<file path="src/rtl/acc_control.sv">
// Multicycle control FSM for the 16-bit accumulator datapath (fetch/decode/mem/exec/write-back).
// Optional stack ops (PUSH/POP, SPDEC/SPINC, SPWrite) are enabled by defining ACC_CTRL_STACK_EN.
module acc_control (
    input  logic       CLK,
    input  logic       reset,
    input  logic [3:0] Opcode,
    input  logic       Zero,
    input  logic       mem_ready,
    output logic       mem_req,
    output logic       mem_we,
    output logic [1:0] AddrSel,
    output logic [2:0] SrcA,
    output logic [3:0] SrcB,
    output logic [2:0] ALUOP,
    output logic       PCSrc,
    output logic       PCWrite,
    output logic       IRWrite,
    output logic       MDRWrite,
    output logic       ACCWrite,
    output logic       SPWrite,
    output logic       ALUOutWrite,
    output logic       halted,
    output logic       illegal,
    output logic [3:0] state
);

    typedef enum logic [3:0] {
        S_FETCH  = 4'd0,
        S_DECODE = 4'd1,
        S_MEMRD  = 4'd2,
        S_EXEC   = 4'd3,
        S_WB     = 4'd4,
        S_MEMWR  = 4'd5,
        S_BRANCH = 4'd6,
        S_SPDEC  = 4'd7,
        S_SPINC  = 4'd8,
        S_HALT   = 4'd9
    } state_t;

    localparam logic [3:0] OP_LDA  = 4'h4;
    localparam logic [3:0] OP_LDI  = 4'h6;
    localparam logic [3:0] OP_ADDI = 4'h7;
    localparam logic [3:0] OP_JMP  = 4'h9;
    localparam logic [3:0] OP_PUSH = 4'hA;
    localparam logic [3:0] OP_POP  = 4'hB;
    localparam logic [3:0] OP_HALT = 4'hC;

    state_t     st;
    logic [3:0] op_q;
    logic       op_legal;

    always_comb begin
        op_legal = (Opcode <= OP_JMP) || (Opcode == OP_HALT);
`ifdef ACC_CTRL_STACK_EN
        if (Opcode == OP_PUSH || Opcode == OP_POP) op_legal = 1'b1;
`endif
    end

    always_ff @(posedge CLK or negedge reset) begin
        if (!reset) begin
            st   <= S_FETCH;
            op_q <= 4'h0;
        end else begin
            case (st)
                S_FETCH:  if (mem_ready) st <= S_DECODE;
                S_DECODE: begin
                    op_q <= Opcode;
                    case (Opcode)
                        4'h0, 4'h1, 4'h2, 4'h3, 4'h4: st <= S_MEMRD;
                        4'h5:                         st <= S_MEMWR;
                        4'h6, 4'h7:                   st <= S_EXEC;
                        4'h8:                         st <= S_BRANCH;
`ifdef ACC_CTRL_STACK_EN
                        4'hA:                         st <= S_SPDEC;
                        4'hB:                         st <= S_MEMRD;
`endif
                        4'hC:                         st <= S_HALT;
                        default:                      st <= S_FETCH;
                    endcase
                end
                S_MEMRD:  if (mem_ready) st <= S_EXEC;
                // POP reuses EXEC to pass MDR into aluOut before bumping SP
                S_EXEC:   st <= (op_q == OP_POP) ? S_SPINC : S_WB;
                S_WB:     st <= S_FETCH;
                S_MEMWR:  if (mem_ready) st <= S_FETCH;
                S_BRANCH: st <= S_FETCH;
                S_SPDEC:  st <= S_MEMWR;
                S_SPINC:  st <= S_WB;
                S_HALT:   st <= S_HALT;
                default:  st <= S_FETCH;
            endcase
        end
    end

    always_comb begin
        mem_req     = 1'b0;
        mem_we      = 1'b0;
        AddrSel     = 2'd0;
        SrcA        = 3'd0;
        SrcB        = 4'd0;
        ALUOP       = 3'd0;
        PCSrc       = 1'b0;
        PCWrite     = 1'b0;
        IRWrite     = 1'b0;
        MDRWrite    = 1'b0;
        ACCWrite    = 1'b0;
        SPWrite     = 1'b0;
        ALUOutWrite = 1'b0;
        halted      = 1'b0;
        illegal     = 1'b0;
        case (st)
            S_FETCH: begin
                mem_req = 1'b1;
                IRWrite = mem_ready;
                PCWrite = mem_ready;
            end
            S_DECODE: begin
                if (Opcode == OP_JMP) begin
                    PCWrite = 1'b1;
                    SrcB    = 4'd3;
                    ALUOP   = 3'd4;
                end else if (!op_legal) begin
                    illegal = 1'b1;
                end else begin
                    SrcB        = 4'd4;
                    ALUOutWrite = 1'b1;
                end
            end
            S_MEMRD: begin
                mem_req  = 1'b1;
                MDRWrite = mem_ready;
`ifdef ACC_CTRL_STACK_EN
                AddrSel  = (op_q == OP_POP) ? 2'd2 : 2'd1;
`else
                AddrSel  = 2'd1;
`endif
            end
            S_EXEC: begin
                SrcA        = 3'd1;
                ALUOutWrite = 1'b1;
                case (op_q)
                    OP_LDI:  begin SrcB = 4'd3; ALUOP = 3'd4; end
                    OP_ADDI: begin SrcB = 4'd1; ALUOP = 3'd0; end
                    OP_LDA, OP_POP: begin SrcB = 4'd2; ALUOP = 3'd4; end
                    default: begin SrcB = 4'd2; ALUOP = op_q[2:0]; end
                endcase
            end
            S_WB: ACCWrite = 1'b1;
            S_MEMWR: begin
                mem_req = 1'b1;
                mem_we  = 1'b1;
`ifdef ACC_CTRL_STACK_EN
                AddrSel = (op_q == OP_PUSH) ? 2'd2 : 2'd1;
`else
                AddrSel = 2'd1;
`endif
            end
            S_BRANCH: begin
                SrcA    = 3'd1;
                ALUOP   = 3'd5;
                PCWrite = Zero;
                PCSrc   = Zero;
            end
`ifdef ACC_CTRL_STACK_EN
            S_SPDEC: begin
                SrcA    = 3'd2;
                ALUOP   = 3'd1;
                SPWrite = 1'b1;
            end
            S_SPINC: begin
                SrcA    = 3'd2;
                SPWrite = 1'b1;
            end
`endif
            S_HALT: halted = 1'b1;
            default: ;
        endcase
        // Reset overrides everything so the request drops without waiting for a clock
        if (!reset) begin
            mem_req     = 1'b0;
            mem_we      = 1'b0;
            AddrSel     = 2'd0;
            SrcA        = 3'd0;
            SrcB        = 4'd0;
            ALUOP       = 3'd0;
            PCSrc       = 1'b0;
            PCWrite     = 1'b0;
            IRWrite     = 1'b0;
            MDRWrite    = 1'b0;
            ACCWrite    = 1'b0;
            SPWrite     = 1'b0;
            ALUOutWrite = 1'b0;
            halted      = 1'b0;
            illegal     = 1'b0;
        end
    end

    assign state = st;

endmodule
</file>
<file path="config.mk">
export PLATFORM = sky130hd
export DESIGN_NAME = acc_control
export DESIGN_NICKNAME = d
export VERILOG_FILES = /design/src/rtl/acc_control.sv
export SDC_FILE = /design/constraint.sdc
export NUM_CORES = 1
export LEC_CHECK = 0
export ABC_AREA = 1
export CAP_MARGIN = 20
export CORE_MARGIN = 1.5
export CORE_UTILIZATION = 41
export CTS_CLUSTER_DIAMETER = 80
export DETAILED_ROUTE_END_ITERATION = 7
export GPL_ROUTABILITY_DRIVEN = 0
export PLACE_DENSITY_LB_ADDON = 0.12
export SYNTH_ARGS = -nofsm -noshare
export SYNTH_HDL_FRONTEND = slang
export SYNTH_SLANG_ARGS = --single-unit
</file>
<file path="constraint.sdc">
create_clock -name CLK -period 1.21 [get_ports CLK]
set_input_delay 0.121 -clock CLK [delete_from_list [all_inputs] [get_ports CLK]]
set_output_delay 0.121 -clock CLK [all_outputs]
set_load 0.01 [all_outputs]
</file>
==> results.yml <==
floorplan:
  core_area_sq_um: 1745
  io_pins: 35
  die_area_sq_um: 2155
  die_x_um: 46.43
  start_util: 0.4430
  die_y_um: 46.43
  rows: 15
grt:
  grt_usage: 0.3395
  grt_pass1_wl_mm: 5.071
  antenna_found_initial: 0
  grt_start_max_net_pins: 13
  overflow: 0
  grt_pass1_vias: 1132
synthesis:
  ys_seq_elements: 8
  synth_top_area_frac: 0.2589
  synthSimpleGateAreaFrac: 0.4757
  synthDistinctLibCells: 21
  synth.most_common_cell: "nand2_1"
  synth-edff-count: 0
  ys_seq_area_frac: 0.2589
  synth_mux_area_frac: 0
  synthArstFlopShare: 1.000
  ys.warnings.count: 0
  synth-adder-area-share: 0
  synth_compound_area_frac: 0.1100
  synth_top_family_by_area: "simple AND/OR/NAND/NOR gates"
  synthXorXnorAreaFrac: 0
  synth.area.top_cells: "dfrtp_1 (26%), nand2_1 (17%), inv_1 (8.7%), nor2_1 (8.3%), nand3_1 (7.1%)"
  avgSynthCellArea_sq_um: 5.903
  ys_top_cells_by_count: "nand2_1 (34), inv_1 (18), nor2_1 (17)"
  netlist_instances: 131
  yosys.area.top_type: "dfrtp_1"
  synth_area_sq_um: 773.2
  synth_flop_cell: "dfrtp_1"
routing:
  drc_errors: 0
  wire_per_inst_um: 15.81
  dr.first_iter.drc_count: 48
  ant_nets: 0
  vias: 1246
  dr.pass1.iters: 4
  routed_wirelength_mm: 3.716
  viasPerCell: 5.302
cts:
  clock_path_buffers: 2
  clock-root-buffer: "clkbuf_4"
  clkTransAtPathRegs_ns: 0.06
  tritoncts: "done"
  cts_max_level: 1
  holdBufCountCts: 0
  clk_latency_ns: 0.26
  cts_made_buffers: 3
  clock-sinks: 8
pwr:
  irDropWorstVdd_uv: 1544
  p_total_mw: 3.200
  p_per_area_nw_per_um2: 2006
  p_leak_nw: 0.8378
layout:
  final_nets: 219
  layout.cells.non_filler: 235
  drive_above_1_share: 0.6095
  design_area_sq_um: 1595
  n_antenna_cell: 0
  syn2layout_area_growth_pct: 106.3
critical_path:
  path_cells: "inv_2, nand2_4, nor2_4, buf_4, nand2_4, nand2_1, o21ai_1, inv_1, buf_6"
  start_kind: "flip-flop"
  slowest_delay_ns: 0.46
  slowest_stage: "dfrtp_2"
  crit_top_cell: "nand2_4"
  r2r.worst_path.cells: 9
  crit_cells: 9
  required_ns: 1.09
  arrival_ns: 1.55
  crit_fanout: 4
  cp_top_family: "flip-flops"
  cp_num_buf_inv: 4
  end_kind: "output port"
  worstSetupPathType: "flip-flop to output port"
timing:
  timing.hold.ws_ns: 0.2044
  setup_violations: 26
  max_freq_mhz: 598.7
  fin_crit_ns: 1.670
  drv_slew: 0
  finalHoldViolCount: 0
  finClkSkew_ns: 0.005265
  rsz0062_at_grt: "true"
  timing.final.crit_share: 1.380
  setup_ws_ns: -0.4604
place:
  dpl_cell_area_sq_um: 1334
  pre_cts_slack_ns: -0.6702
  placed_cells: 216
  port-buffer-count: 29
  dp_hpwl_mm: 2.096
worst_hold_path:
  hold_path_class: "primary input to async pin"
job:
  cap_viol_max_count: 0
outcome:
  failed_checks: "negative setup slack"
  status: "finished, violations left"
[flip-flops by register name, indices dropped and copies added, names as in the netlist]
name   flops
op_q       4
state      4
[stage by stage]
step | TNS (ns) | utilization
2_1_floorplan | -0.002354 | -
6_report | -7.114 | 0.9140
5_1_grt | -8.845 | 0.9140
4_1_cts | -5.612 | 0.8480
3_5_place_dp | -10.36 | 0.7642
3_3_place_gp | -9.508 | 0.7642
[cell families (layout without fill, tap and decap cells)]
logic type	after synthesis	after routing
other	1	5
and+or+nand+nor	79	79
buffers and inverters	26	101
DFF	8	8
AOI/OAI and AO/OA	17	17
[final timing paths]
path	startpoint	end	slack (ns)
min in group CLK	Opcode[0]	op_q[0]$_DFFE_PN0P_	0.52
worst max register to register	state[2]$_DFFE_PN0P_	state[0]$_DFFE_PN0P_	-0.19
max in group asynchronous	reset	state[1]$_DFFE_PN0P_	0.85
worst min register to register	op_q[1]$_DFFE_PN0P_	op_q[1]$_DFFE_PN0P_	0.59
worst max-delay path	state[1]$_DFFE_PN0P_	PCWrite	-0.46
worst min-delay path	reset	op_q[2]$_DFFE_PN0P_	0.20
[layout make-up]
| type | count | area [sq um] |
|---|---|---|
| multi-input combinational | 101 | 658.1 |
| tap | 25 | 31.28 |
| timing repair buffer | 77 | 598.1 |
| sequential | 8 | 206.4 |
| clock buffer | 4 | 26.28 |
| inverter | 20 | 75.07 |
| fill | 76 | 150.1 |
[layer usage]
metal  global-route usage  vias to the layer above  wire, um
met1               0.3831                      588      1343
met5                    0                        -         0
li1                     -                      563         -
met2               0.6083                       70      1946
met3              0.03922                       25       240
met4               0.1886                        0       185
[placed cells by master, fill, tap and decap left out, types with 6 or more instances in the layout]
| master | n |
|---|---|
| nor2_1 | 10 |
| buf_6 | 13 |
| inv_2 | 10 |
| buf_2 | 18 |
| a21oi_2 | 7 |
| nand3_1 | 6 |
| nor2_4 | 8 |
| clkdlybuf4s50_1 | 7 |
| inv_1 | 9 |
| buf_4 | 37 |
| nand2_1 | 28 |
[power breakdown]
group | switching (mW) | internal, mW
clock | 0.108 | 0.127
sequential | 0.173 | 0.389
combinational | 1.23 | 1.18
total | 1.51 | 1.69
[timing repair]
item,CTS,global route
endpoints found under the setup margin,26,27
pin swaps,14,16
buffers inserted,10,6
cloned,0,0
resized for setup,131,23
(Power assumes the default switching activity.)
